File: config.mk
export PLATFORM = sky130hd
export DESIGN_NAME = serial_pattern_tx
export DESIGN_NICKNAME = d
export VERILOG_FILES = /design/src/rtl/serial_pattern_tx.sv
export SDC_FILE = /design/constraint.sdc
export NUM_CORES = 1
export LEC_CHECK = 0
export CORE_ASPECT_RATIO = 1.75
export CORE_MARGIN = 5
export CORE_UTILIZATION = 47
export CTS_CLUSTER_DIAMETER = 60
export CTS_CLUSTER_SIZE = 30
export DETAILED_ROUTE_END_ITERATION = 10
export GPL_ROUTABILITY_DRIVEN = 0
export GPL_TIMING_DRIVEN = 0
export PLACE_DENSITY = 0.75
export SKIP_CTS_REPAIR_TIMING = 1
export SKIP_LAST_GASP = 1
export SYNTH_ARGS = -nofsm -noshare
export SYNTH_HDL_FRONTEND = slang
export SYNTH_SLANG_ARGS = --single-unit
File: constraint.sdc
create_clock -name CLK -period 1.8 [get_ports CLK]
set_clock_uncertainty 0.15 [all_clocks]
set_input_delay 0.36 -clock CLK [delete_from_list [all_inputs] [get_ports CLK]]
set_output_delay 0.36 -clock CLK [all_outputs]
set_load 0.02 [all_outputs]
File: src/rtl/serial_pattern_tx.sv
// Serial pattern transmitter: shifts a captured pattern out MSB-first with optional repeats.
// Optional feature macro PARITY_TX_EN adds an even-parity bit after every repetition.
module serial_pattern_tx #(
  parameter  int W  = 8,
  parameter  int CW = 4,
  localparam int LW = $clog2(W) + 1
) (
  input  logic          CLK,
  input  logic          RESET_N,
  input  logic          START,
  input  logic [W-1:0]  DATA,
  input  logic [LW-1:0] LEN,
  input  logic [CW-1:0] REPS,
  output logic          X,
  output logic          VALID,
  output logic          BUSY,
  output logic          DONE,
  output logic [2:0]    S
);

  localparam int IW = (W > 1) ? $clog2(W) : 1;

  typedef enum logic [2:0] {
    ST_IDLE  = 3'b000,
    ST_SHIFT = 3'b010,
`ifdef PARITY_TX_EN
    ST_PAR   = 3'b100,
`endif
    ST_GAP   = 3'b011,
    ST_FIN   = 3'b101
  } state_t;

  state_t        state;
  logic [W-1:0]  pat;
  logic [IW-1:0] last_idx;
  logic [IW-1:0] bit_idx;
  logic [CW-1:0] reps_left;

  logic [LW-1:0] len_c;
  logic [CW-1:0] reps_c;
  logic [W-1:0]  mask_c;
  logic [IW-1:0] last_c;
  logic          rep_end;
  logic          more_reps;

  // NOTE: every signal written in always_comb gets a default first so no latch can be inferred.
  always_comb begin
    len_c     = (LEN > LW'(W)) ? LW'(W) : LEN;
    reps_c    = (REPS == '0) ? CW'(1) : REPS;
    mask_c    = ~({W{1'b1}} << len_c);
    last_c    = IW'(len_c - LW'(1));
    more_reps = (reps_left > CW'(1));
`ifdef PARITY_TX_EN
    rep_end   = (state == ST_PAR);
`else
    rep_end   = (state == ST_SHIFT) && (bit_idx == '0);
`endif
  end

  assign S = state;

  // Pattern is stored masked to LEN bits so parity is simply the XOR of the register.
  // NOTE: sequential state uses non-blocking assignments so all flops update together at the edge.
  always_ff @(posedge CLK or negedge RESET_N) begin
    if (!RESET_N) begin
      state     <= ST_IDLE;
      pat       <= '0;
      last_idx  <= '0;
      bit_idx   <= '0;
      reps_left <= '0;
      X         <= 1'b0;
      VALID     <= 1'b0;
      BUSY      <= 1'b0;
      DONE      <= 1'b0;
    end else if (rep_end) begin
      reps_left <= reps_left - CW'(1);
      X         <= 1'b0;
      VALID     <= 1'b0;
      if (more_reps) begin
        state <= ST_GAP;
      end else begin
        state <= ST_FIN;
        DONE  <= 1'b1;
      end
    end else begin
      case (state)
        ST_IDLE: begin
          if (START) begin
            pat       <= DATA & mask_c;
            last_idx  <= last_c;
            reps_left <= reps_c;
            BUSY      <= 1'b1;
            if (len_c == '0) begin
              state <= ST_FIN;
              DONE  <= 1'b1;
            end else begin
              state   <= ST_SHIFT;
              X       <= DATA[last_c];
              VALID   <= 1'b1;
              bit_idx <= last_c;
            end
          end
        end
        ST_SHIFT: begin
`ifdef PARITY_TX_EN
          if (bit_idx == '0) begin
            state <= ST_PAR;
            X     <= ^pat;
          end else begin
            bit_idx <= bit_idx - IW'(1);
            X       <= pat[bit_idx - IW'(1)];
          end
`else
          bit_idx <= bit_idx - IW'(1);
          X       <= pat[bit_idx - IW'(1)];
`endif
        end
        ST_GAP: begin
          state   <= ST_SHIFT;
          X       <= pat[last_idx];
          VALID   <= 1'b1;
          bit_idx <= last_idx;
        end
        ST_FIN: begin
          state <= ST_IDLE;
          DONE  <= 1'b0;
          BUSY  <= 1'b0;
        end
        default: begin
          state <= ST_IDLE;
          X     <= 1'b0;
          VALID <= 1'b0;
          BUSY  <= 1'b0;
          DONE  <= 1'b0;
        end
      endcase
    end
  end

endmodule
Yosys cells after proc, flatten, opt, wreduce, memory -nomap -nowiden
Cells that the tools add are included.
W data, S select, Z words.
Storage, ports and cells
  word-level logic and storage cells: 87
  input port bits: 19
  output and inout port bits: 7
  bits in registers: 25
Cells by class
  shift-type cells: 1
  reductions and logical operators: 18
  bitwise operators: 4
  $add $sub $neg: 3
  $lt $le $gt $ge: 5
  equality and inequality tests: 13
  mux-type cells: 34
Operators with widths (count)
  $mux W4: 5
  $mux W3: 6
  $pmux W3 S3: 2
  $mux W1: 14
  $lt A3 B4 Y1 const B: 3
  $reduce_and A3 Y1: 4
  $ne A2 B2 Y1 const B: 5
  $bmux W1 S3: 3
  $ne A3 B3 Y1 const B: 3
  $and A8 B8 Y8: 1
  $logic_not A4 Y1: 2
  $not A8 Y8: 1
  $reduce_and A4 Y1: 2
  $shl A8 B4 Y8 const A: 1
  $eq A3 B2 Y1 const B: 2
  $logic_not A3 Y1: 2
  $sub A3 B1 Y3 const B: 2
  $gt A4 B1 Y1 const B: 1
  $gt A4 B4 Y1 const B: 1
  $ne A2 B1 Y1 const B: 2
  $pmux W1 S2: 2
  $pmux W1 S4: 1
  $reduce_and A2 Y1: 2
  $reduce_bool A2 Y1: 2
  7 further kinds: 9

Logic depth before layout (Yosys ltp)
Gate-level depths: netlist (run 1).
  depth after elaboration: 9
  gate-level depth with buffers: 8
  gate-level depth less buffers: 8

Worst setup path after synthesis (run 1)
OpenSTA, ideal clock, no wires.
  kind: in2reg
  start point: in LEN[3]
  end point: reg X
  arrival: 1.791 ns
  path buffers: 1
  data required time: 1.513 ns
  stages on the path: 8
  setup slack: -0.279 ns
  library setup time: 0.137 ns
  cell sequence: buf_2 > nand2b_1 > ha_1 > nor2b_1 > o21bai_1 > a221o_1 > a41oi_2 > o32ai_1
Between the ends
  longest elaborated chain between the ends: 9
  elaborated cells on any way between the ends: 12
  classes of those cells: add/sub: 1; order compare: 1; eq/ne: 1; mux: 7; reduce/logical: 2
Ends and longest elaborated chain
  start, declared: RTL line 12  | input logic [LW-1:0] LEN,
  $gt A4 B4 Y1: RTL line 48  | len_c = (LEN > LW'(W)) ? LW'(W) : LEN;
  $mux W4 (*): RTL line 48
  $sub A3 B1 Y3: RTL line 51  | last_c = IW'(len_c - LW'(1));
  $bmux W1 S3: RTL line 98  | X <= DATA[last_c];
  $mux W1 (not written as such): RTL line 98
  $mux W1: RTL line 93  | if (len_c == '0) begin
  $mux W1: RTL line 88  | if (START) begin
  $pmux W1 S4: RTL line 86  | case (state)
  $mux W1: RTL line 75  | end else if (rep_end) begin
  end signal, assigned: RTL line 98
  end signal, assigned: RTL line 115  | X <= pat[bit_idx - IW'(1)];
  end signal, assigned: RTL line 120  | X <= pat[last_idx];
  end, declared: RTL line 14  | output logic X,
Mark *: on every way between the ends. The rest lies on a longest branch, timed or not. The select of a mux whose other input is x is not followed.
A chain may end at the register's enable or synchronous reset.

Worst setup path after layout (run 1)
  start point: in LEN[0]
  end point: reg X
The elaborated chain is that of the path after synthesis.

==> results of run 1 <==
[report_power, final]
part / internal (mW) / leakage [nW] / switching (mW)
combinational: 0.838 / 0.635 / 0.839
sequential: 0.825 / 0.304 / 0.222
clock: 0.159 / 0.0228 / 0.182
[flip-flops by register name, summed over array words and instances, names as in the netlist]
name       flops
reps_left      4
S              3
VALID          1
last_idx       3
DONE           1
X              1
bit_idx        3
pat            8
BUSY           1
[worst max-delay path by stage]
stage                                         to  slack [ns]  cells past startpoint
final                              X$_DFFE_PN0P_       -0.09                      9
after global routing               X$_DFFE_PN0P_       -0.17                      9
after CTS                 bit_idx[1]$_DFFE_PN0P_       -0.73                      9
after detailed placement  bit_idx[1]$_DFFE_PN0P_       -1.02                      9
after global placement    bit_idx[2]$_DFFE_PN0P_       -0.93                      9
after floorplan                    X$_DFFE_PN0P_       -0.10                      8
[critical path: stages]
cell and delay (ns):
buf_8 0.08, nor2b_4 0.21, inv_2 0.08, ha_4 0.27, nor2b_2 0.04, o21bai_1 0.14
a221o_1 0.38, a41oi_2 0.24, o32ai_2 0.10
[cell type report]
type / count / share of cell area
clock buffers: 4 / 0.0213
multi-input cells: 125 / 0.446
well taps: 43 / 0.0255
inverters: 10 / 0.0178
flip-flops and latches: 25 / 0.297
plain buffers: 7 / 0.0231
repair buffers: 37 / 0.169
[through the flow]
step                      setup slack (ns)  std cells  hold slack [ns]
after floorplan                     -0.103        168          -0.0856
after global placement              -0.928        236            0.327
after detailed placement             -1.02        236            0.331
after CTS                           -0.733        240            0.352
after global routing                -0.174        251            0.247
final                              -0.0906        251            0.150
[layer usage]
metal / track usage / routed length [um] / vias up
met5: 0 / 0 / -
met4: 0.0953 / 121 / 0
met3: 0.0157 / 225 / 12
met2: 0.350 / 2230 / 52
met1: 0.213 / 1460 / 713
li1: - / - / 695
[logic make-up after synthesis]
| group | count (synthesis) | synth area share |
|---|---|---|
| AO/OA/AOI/OAI | 49 | 0.213 |
| flip-flops | 25 | 0.403 |
| adder cells (fa/ha/maj) | 5 | 0.0403 |
| buffers and inverters | 18 | 0.0459 |
| AND/OR/NAND/NOR | 65 | 0.218 |
| multiplexers | 6 | 0.0798 |
[cell usage in the layout, fill, tap and decap left out, types with 4 or more instances in the layout]
cell and count:
clkdlybuf4s50_1 16, dlymetal6s2s_1 6, nand2_1 27, o21ai_0 5, nand3_1 7, nor3_1 4
inv_1 8, o211ai_1 8, mux4_2 5, o21a_1 4, nor2_1 5, buf_4 12
o21ai_1 7, dfrtp_1 23, a21oi_1 10
==> qor.yml, run 1 <==
outcome:
  outcome: "complete, but fails checks"
  violations: "negative setup slack"
sta:
  fin_setup_tns_ns: -0.272
  rsz0062_at_grt: "yes"
  fmax_ghz: 0.529
  setup_slack_ns: -0.0906
  maxSlewViolCount: 0
  fin_crit_ns: 1.89
  min_period_over_period: 1.05
  hold_violations: 0
  relSlewSlack: 0.242
  setup_viol: 5
  tightest_slew_ns: 1.13
die:
  die-area_um2: 4600
  fp.dieH_um: 86.0
  die_w_um: 53.5
  io_pins: 26
  row_count: 27
  start_util: 0.489
  core_um2: 3180
final_layout:
  layout.nets: 233
  num-fill-cells: 283
  final_cell_area_um2: 2110
  area_delta_synth_final_pct: 36.1
  final_core_util: 0.665
  layout-drive-gt1-share: 0.240
  antennaDiodeCount: 0
  multi_input_area_um2: 943
  register_area_um2: 628
route:
  firstDrtPassIters: 4
  routed_wl_mm: 4.04
  ant_nets: 0
  vias_per_cell: 5.86
  remaining_drc_errors: 0
  drt-initial-drc-count: 43
  post_drt_wl_per_cell_um: 16.1
  vias: 1472
place:
  hpwl_mm: 3.07
  numPortBuffers: 25
  placed_cell_area_um2: 1890
grt:
  grt_max_degree: 26
  grt_use_total: 0.193
  grt_pass1_wl_mm: 6.61
  grt_antenna_before_repair: 0
  gr-total-overflow: 0
  first_global_vias: 1431
yosys:
  avgSynthCellArea_um2: 9.24
  yosys-top-cells-count: "nand2_1, dfrtp_1, a21oi_1"
  synth_edf_count: 0
  synth.yosys.warnings: 0
  synth_area_leaders: "dfrtp_1, mux4_2, nand2_1"
  synth.most_common_cell: "nand2_1"
  syn-num-nets: 192
  syn_inst: 168
  synth_top_area_frac: 0.403
  synthArstFlopShare: 1.00
  synth_top_area_cell: "dfrtp_1"
  ys_ff_latch: 25
  ys.flop_type: "dfrtp_1"
  ys_types: 43
  synth_area_um2: 1550
  yosysSeqAreaShare: 0.403
pwr:
  power_density_nw_per_um2: 1450
  power_mw: 3.07
  leakage_nw: 0.961
  peakVddDrop_mv: 0.681
critical_path:
  crit_path_end_kind: "flop"
  critPathLaunch: "LEN[0]"
  setup.worst_path.start_class: "input pin"
  r2r_start: "bit_idx[0]$_DFFE_PN0P_"
  reg2reg_to: "X$_DFFE_PN0P_"
  path_class: "in2reg"
  worstPathArrival_ns: 1.90
  rrSetupSlack_ns: -0.07
  r2r_cells: 7
  crit_path_max_fanout: 5
  required_ns: 1.81
clock_network:
  cts_inserted_buffers: 3
  cts_tree: "yes"
  cts_sinks: 25
  path_clk_slew_ns: 0.09
  clkLatencyLatePin_ns: 0.27
  clk_path_buf_depth: 2
  htreeDepth: 1
  cts-root-buf: "clkbuf_8"
min_path:
  hp-class: "in2async"
run:
  maxCapViolations: 0
(Power assumes the default switching activity.)
==> run 2: changes to the inputs <==
CAP_MARGIN = 20   (was not set)
CORE_MARGIN = not set   (was 5)
==> run 2 against run 1 <==
Compared with the run above: the run still ends with negative setup slack left; via count grew 2.7%; non-clock buffer count grew 5; fmax shrank 0.60%; sequential power is essentially flat; cell count grew 2.0%; sequential cell count is the same; count of clock-buffer cells in the layout is the same; die area shrank 23%; routed wire length grew 4.3%; first-iteration DRC count grew 67%; hold slack gained 0.12 ns; critical path type unchanged.
==> qor.yml, run 2 (synthesis results as in run 1) <==
pwr:
  swShare: 0.412  # +0.00616
  power_density_nw_per_um2: 1440  # -1.0%
  p_comb_frac: 0.550  # +0.003
  peakVddDrop_mv: 0.647  # -4.9%
  p_switching_mw: 1.27  # +2.5%
  p_clk_frac: 0.109  # -0.002
  seqPwrFrac: 0.341  # about the same
  internal_power_mw: 1.82  # about the same
  leakage_nw: 0.975  # +1.5%
clock_network:
  cts_inserted_buffers: 3  # unchanged
  htreeDepth: 1  # unchanged
  cts_sinks: 25  # unchanged
  clk_path_buf_depth: 2  # unchanged
  cts-root-buf: "clkbuf_8"
  cts_tree: "yes"
  path_clk_slew_ns: 0.09  # about the same
  clkLatencyLatePin_ns: 0.27  # about the same
final_layout:
  layout-drive-gt1-share: 0.277  # +0.0366
  reg.largest.list: "pat (8), reps_left (4)"
  regMostFlops: "pat"
  layout.nets: 238  # +2.1%
  area_delta_synth_final_pct: 38.8
  antennaDiodeCount: 0  # unchanged
  num-fill-cells: 257  # -9.2%
  final_cell_mix: "nand2_1, dfrtp_1, clkdlybuf4s50_1"
  instances_no_fill: 256  # +2.0%
  final_common_cell: "nand2_1"
  largest_register_ff_count: 8  # unchanged
critical_path:
  critPathLaunch: "LEN[3]"
  crit_path_max_fanout: 5  # unchanged
  path_class: "in2reg"
  rrSetupSlack_ns: -0.06  # about the same
  reg2reg_to: "X$_DFFE_PN0P_"
  worstPathArrival_ns: 1.90  # about the same
  setup.worst_path.start_class: "input pin"
  required_ns: 1.80  # about the same
  crit_path_end_kind: "flop"
  critPathCapture: "X$_DFFE_PN0P_"
  r2r_cells: 7  # unchanged
  r2r_start: "bit_idx[0]$_DFFE_PN0P_"
grt:
  grt_antenna_before_repair: 0  # unchanged
  grt_use_total: 0.243  # +0.0502
  grt_max_degree: 26  # unchanged
  gr-total-overflow: 0  # unchanged
  first_global_vias: 1409  # -1.5%
  grt_pass1_wl_mm: 6.33  # -4.3%
place:
  hpwl_mm: 2.97  # -3.6%
  numPortBuffers: 25  # unchanged
  dp.cells: 236  # unchanged
route:
  routed_wl_mm: 4.21  # +4.3%
  vias: 1512  # +2.7%
  ant_nets: 0  # unchanged
  vias_per_cell: 5.91  # +0.71%
  drt-initial-drc-count: 72  # +67%
  remaining_drc_errors: 0  # unchanged
  post_drt_wl_per_cell_um: 16.5  # +2.3%
  firstDrtPassIters: 4  # unchanged
outcome:
  outcome: "complete, but fails checks"
  violations: "negative setup slack"
sta:
  setup_slack_ns: -0.102  # -0.0115 ns
  setup_viol: 5  # unchanged
  maxSlewViolCount: 0  # unchanged
  hold_violations: 0  # unchanged
  relSlewSlack: 0.630  # +0.387
  fmax_ghz: 0.526  # -0.60%
  rsz0062_at_grt: "yes"
  min_period_over_period: 1.06  # +0.00638
  tightest_slew_ns: 0.554  # -0.581 ns
  fin_crit_ns: 1.90  # +0.0115 ns
  whs_ns: 0.270  # +0.120 ns
min_path:
  hp-class: "in2reg"
run:
  maxCapViolations: 0  # unchanged
die:
  io_pins: 26  # unchanged
  row_count: 27  # unchanged
  start_util: 0.494  # +0.00526
  core_um2: 3140  # -1.1%
  die-area_um2: 3550  # -23%
  fp.dieH_um: 78.0  # -9.3%
  die_w_um: 45.5  # -15%
==> run 2: final cells by class <==
class / count / area, um2 / share of cell area
Multi-Input combinational cell: 125 / 942 / 0.437
Inverter: 10 / 37.5 / 0.0174
Buffer: 7 / 50.0 / 0.0232
Sequential cell: 25 / 628 / 0.291
Clock buffer: 4 / 45.0 / 0.0209
Timing Repair Buffer: 42 / 399 / 0.185
Tap cell: 43 / 53.8 / 0.0250
==> run 2: worst min-delay path by stage <==
| stage | start | end | slack (ns) | cells past startpoint |
|---|---|---|---|---|
| global route | LEN[0] | pat[6]$_DFFE_PN0P_ | 0.29 | 3 |
| detailed placement | bit_idx[2]$_DFFE_PN0P_ | bit_idx[2]$_DFFE_PN0P_ | 0.33 | 1 |
| global placement | pat[1]$_DFFE_PN0P_ | pat[1]$_DFFE_PN0P_ | 0.32 | 2 |
| floorplan | RESET_N | BUSY$_DFFE_PN0P_ | -0.09 | 0 |
| finish | LEN[0] | pat[6]$_DFFE_PN0P_ | 0.27 | 3 |
| CTS | bit_idx[2]$_DFFE_PN0P_ | bit_idx[2]$_DFFE_PN0P_ | 0.35 | 1 |
==> run 2: power groups by stage <==
stage	combinational [mW]	sequential, mW	clock (mW)
global placement	1.45	1.05	0
finish	1.70	1.06	0.336
global route	1.86	1.09	0.363
CTS	1.51	1.06	0.339
detailed placement	1.51	1.07	0
floorplan	1.03	1.07	0
==> run 2: critical path, cell delays in order <==
cell,delay [ns]
buf_8,0.11
buf_8,0.12
nand2b_4,0.14
ha_4,0.28
nor2b_2,0.04
o21bai_1,0.14
a221o_1,0.40
a41oi_2,0.23
o32ai_2,0.10
==> run 2: through the flow <==
step	setup WS, ns	utilization	power [mW]	TNS, ns	instance area [um2]
finish	-0.102	0.686	3.09	-0.243	2160
global route	-0.139	0.686	3.31	-0.797	2160
CTS	-0.699	0.616	2.91	-5.15	1930
detailed placement	-0.982	0.601	2.58	-13.45	1890
global placement	-0.936	0.601	2.50	-11.01	1890
floorplan	-0.103	-	2.10	-0.239	1590
==> run 2: metal layers <==
| metal | GRT usage | part of all wire | up-vias |
|---|---|---|---|
| met3 | 0.0230 | 0.046 | 15 |
| met5 | 0 | 0 | - |
| met1 | 0.266 | 0.34 | 730 |
| met2 | 0.437 | 0.58 | 62 |
| li1 | - | - | 705 |
| met4 | 0.115 | 0.036 | 0 |
==> run 3: changes to the inputs <==
CAP_MARGIN = not set   (was 20)
CORE_UTILIZATION = 52   (was 47)
GPL_TIMING_DRIVEN = not set   (was 0)
PLACE_DENSITY = 0.78   (was 0.75)
clock period = 2.12 ns   (was 1.8 ns; I/O delays follow)
==> run 3 against run 2 <==
Compared with the run above: the flow now finishes without violations; critical endpoint is now S[2]; worst setup slack improved by 0.15 ns; total power fell by 17%; largest power group unchanged; routed wire length fell by 3.7%.
==> qor.yml, run 3 (synthesis results as in run 1) <==
final_layout:
  layout-drive-gt1-share: 0.205  # -0.0722
  area_delta_synth_final_pct: 32.0
  final_core_util: 0.745  # +0.0584
  largest_register_ff_count: 8  # unchanged
  instances_no_fill: 237  # -7.4%
  antennaDiodeCount: 0  # unchanged
  reg.largest.list: "pat (8), reps_left (4)"
  layout.nets: 235  # -1.3%
  final_cell_mix: "nand2_1, dfrtp_1, clkdlybuf4s50_1"
  final_common_cell: "nand2_1"
  regMostFlops: "pat"
critical_path:
  setup.worst_path.start_class: "flop"
  crit_path_cell_trace: "clkdlybuf4s50_1"
  cp_slowest_cell: "clkdlybuf4s50_1"
  crit_path_end_kind: "output pin"
  max_stage_delay_ns: 0.67  # +0.27 ns
  crit_path_max_fanout: 9  # +4
  path_buf_inv: 1  # -1
  r2r_cells: 7  # unchanged
  worstPathArrival_ns: 1.50  # -0.40 ns
  required_ns: 1.55  # -0.25 ns
  cp.depth: 1  # -8
  path_class: "reg2out"
  critPathTopFamily: "buffers and inverters"
place:
  dp.cells: 233  # -1.3%
  numPortBuffers: 25  # unchanged
  pre_cts_ws_ns: -0.496  # +0.486 ns
  hpwl_mm: 3.19  # +7.7%
outcome:
  outcome: "finished, final reports clean"
sta:
  maxSlewViolCount: 0  # unchanged
  tightest_slew_ns: 0.534  # -0.0197 ns
  setup_viol: 0  # -5
  hold_violations: 0  # unchanged
  fin_crit_ns: 2.07
  whs_ns: 0.350  # +0.0806 ns
  setup_slack_ns: 0.0499  # +0.152 ns
  min_period_over_period: 0.976
  rsz0062_at_grt: "yes"
  fmax_ghz: 0.483
  relSlewSlack: 0.643  # +0.0136
route:
  ant_nets: 0  # unchanged
  firstDrtPassIters: 4  # unchanged
  drt-initial-drc-count: 73  # +1.4%
  vias: 1490  # -1.5%
  remaining_drc_errors: 0  # unchanged
  routed_wl_mm: 4.06  # -3.7%
  post_drt_wl_per_cell_um: 17.1  # +4.0%
  vias_per_cell: 6.29  # +6.4%
die:
  row_count: 25  # -7.4%
  die_w_um: 43.3  # -4.7%
  core_um2: 2750  # -12%
  io_pins: 26  # unchanged
  die-area_um2: 3220  # -9.3%
  fp.dieH_um: 74.3  # -4.8%
  start_util: 0.564  # +0.0699
run:
  maxCapViolations: 0  # unchanged
grt:
  grt_use_total: 0.282  # +0.0393
  grt_max_degree: 26  # unchanged
  grt_pass1_wl_mm: 6.91  # +9.2%
  gr-total-overflow: 0  # unchanged
  grt_antenna_before_repair: 0  # unchanged
  first_global_vias: 1560  # +11%
clock_network:
  cts_sinks: 25  # unchanged
  cts_inserted_buffers: 3  # unchanged
  path_clk_slew_ns: 0.09  # about the same
  clkLatencyLatePin_ns: 0.26  # about the same
  cts-root-buf: "clkbuf_8"
  htreeDepth: 1  # unchanged
  cts_tree: "yes"
  clk_path_buf_depth: 2  # unchanged
pwr:
  power_density_nw_per_um2: 1250  # -13%
  leakage_nw: 0.910  # -6.7%
  power_mw: 2.56  # -17%
  peakVddDrop_mv: 0.730  # +13%
min_path:
  min_path_cells: 1  # -2
  hp-class: "reg2reg"
-- run 3: worst reg2reg max path: stages, from the launching register on --
cell      delay, ns
dfrtp_1        0.36
inv_1          0.07
ha_1           0.35
mux4_2         0.31
nand4b_1       0.11
nand4_1        0.11
a41oi_2        0.18
o32ai_2        0.10
-- run 3: path summary, 6_finish.rpt --
check | start | endpoint | slack [ns]
worst max-delay path | S[2]$_DFFE_PN0P_ | S[2] | 0.05
worst min-delay path | bit_idx[2]$_DFFE_PN0P_ | bit_idx[2]$_DFFE_PN0P_ | 0.35
worst max register to register | bit_idx[0]$_DFFE_PN0P_ | X$_DFFE_PN0P_ | 0.25
worst min register to register | bit_idx[2]$_DFFE_PN0P_ | bit_idx[2]$_DFFE_PN0P_ | 0.35
max in group asynchronous | RESET_N | S[0]$_DFFE_PN0P_ | 1.19
min in group asynchronous | RESET_N | reps_left[3]$_DFFE_PN0P_ | 0.36
-- run 3: final cells by class --
class                      instances  area (um2)
clock buffer                       4        45.0
inverter                          10        37.5
sequential                        25         627
fill                             193         703
tap                               27        33.8
multi-input combinational        125         891
timing repair buffer              46         415
-- run 3: metrics by stage --
step           instance area, um2  setup TNS (ns)
3_3_place_gp                 1970           -3.06
2_1_floorplan                1570               0
3_5_place_dp                 1970           -3.87
6_report                     2050               0
5_1_grt                      2050         -0.0104
4_1_cts                      2020           -1.31
-- run 3: metal layers --
layer  track usage  part of all wire
met1         0.303              0.34
met2         0.551              0.58
met3        0.0194             0.043
met4         0.114             0.029
met5             0                 0
-- run 3: power by group --
group          total (mW)  switching (mW)  internal, mW
Clock               0.280           0.146         0.134
Combinational        1.34           0.660         0.684
Sequential          0.933           0.233         0.700
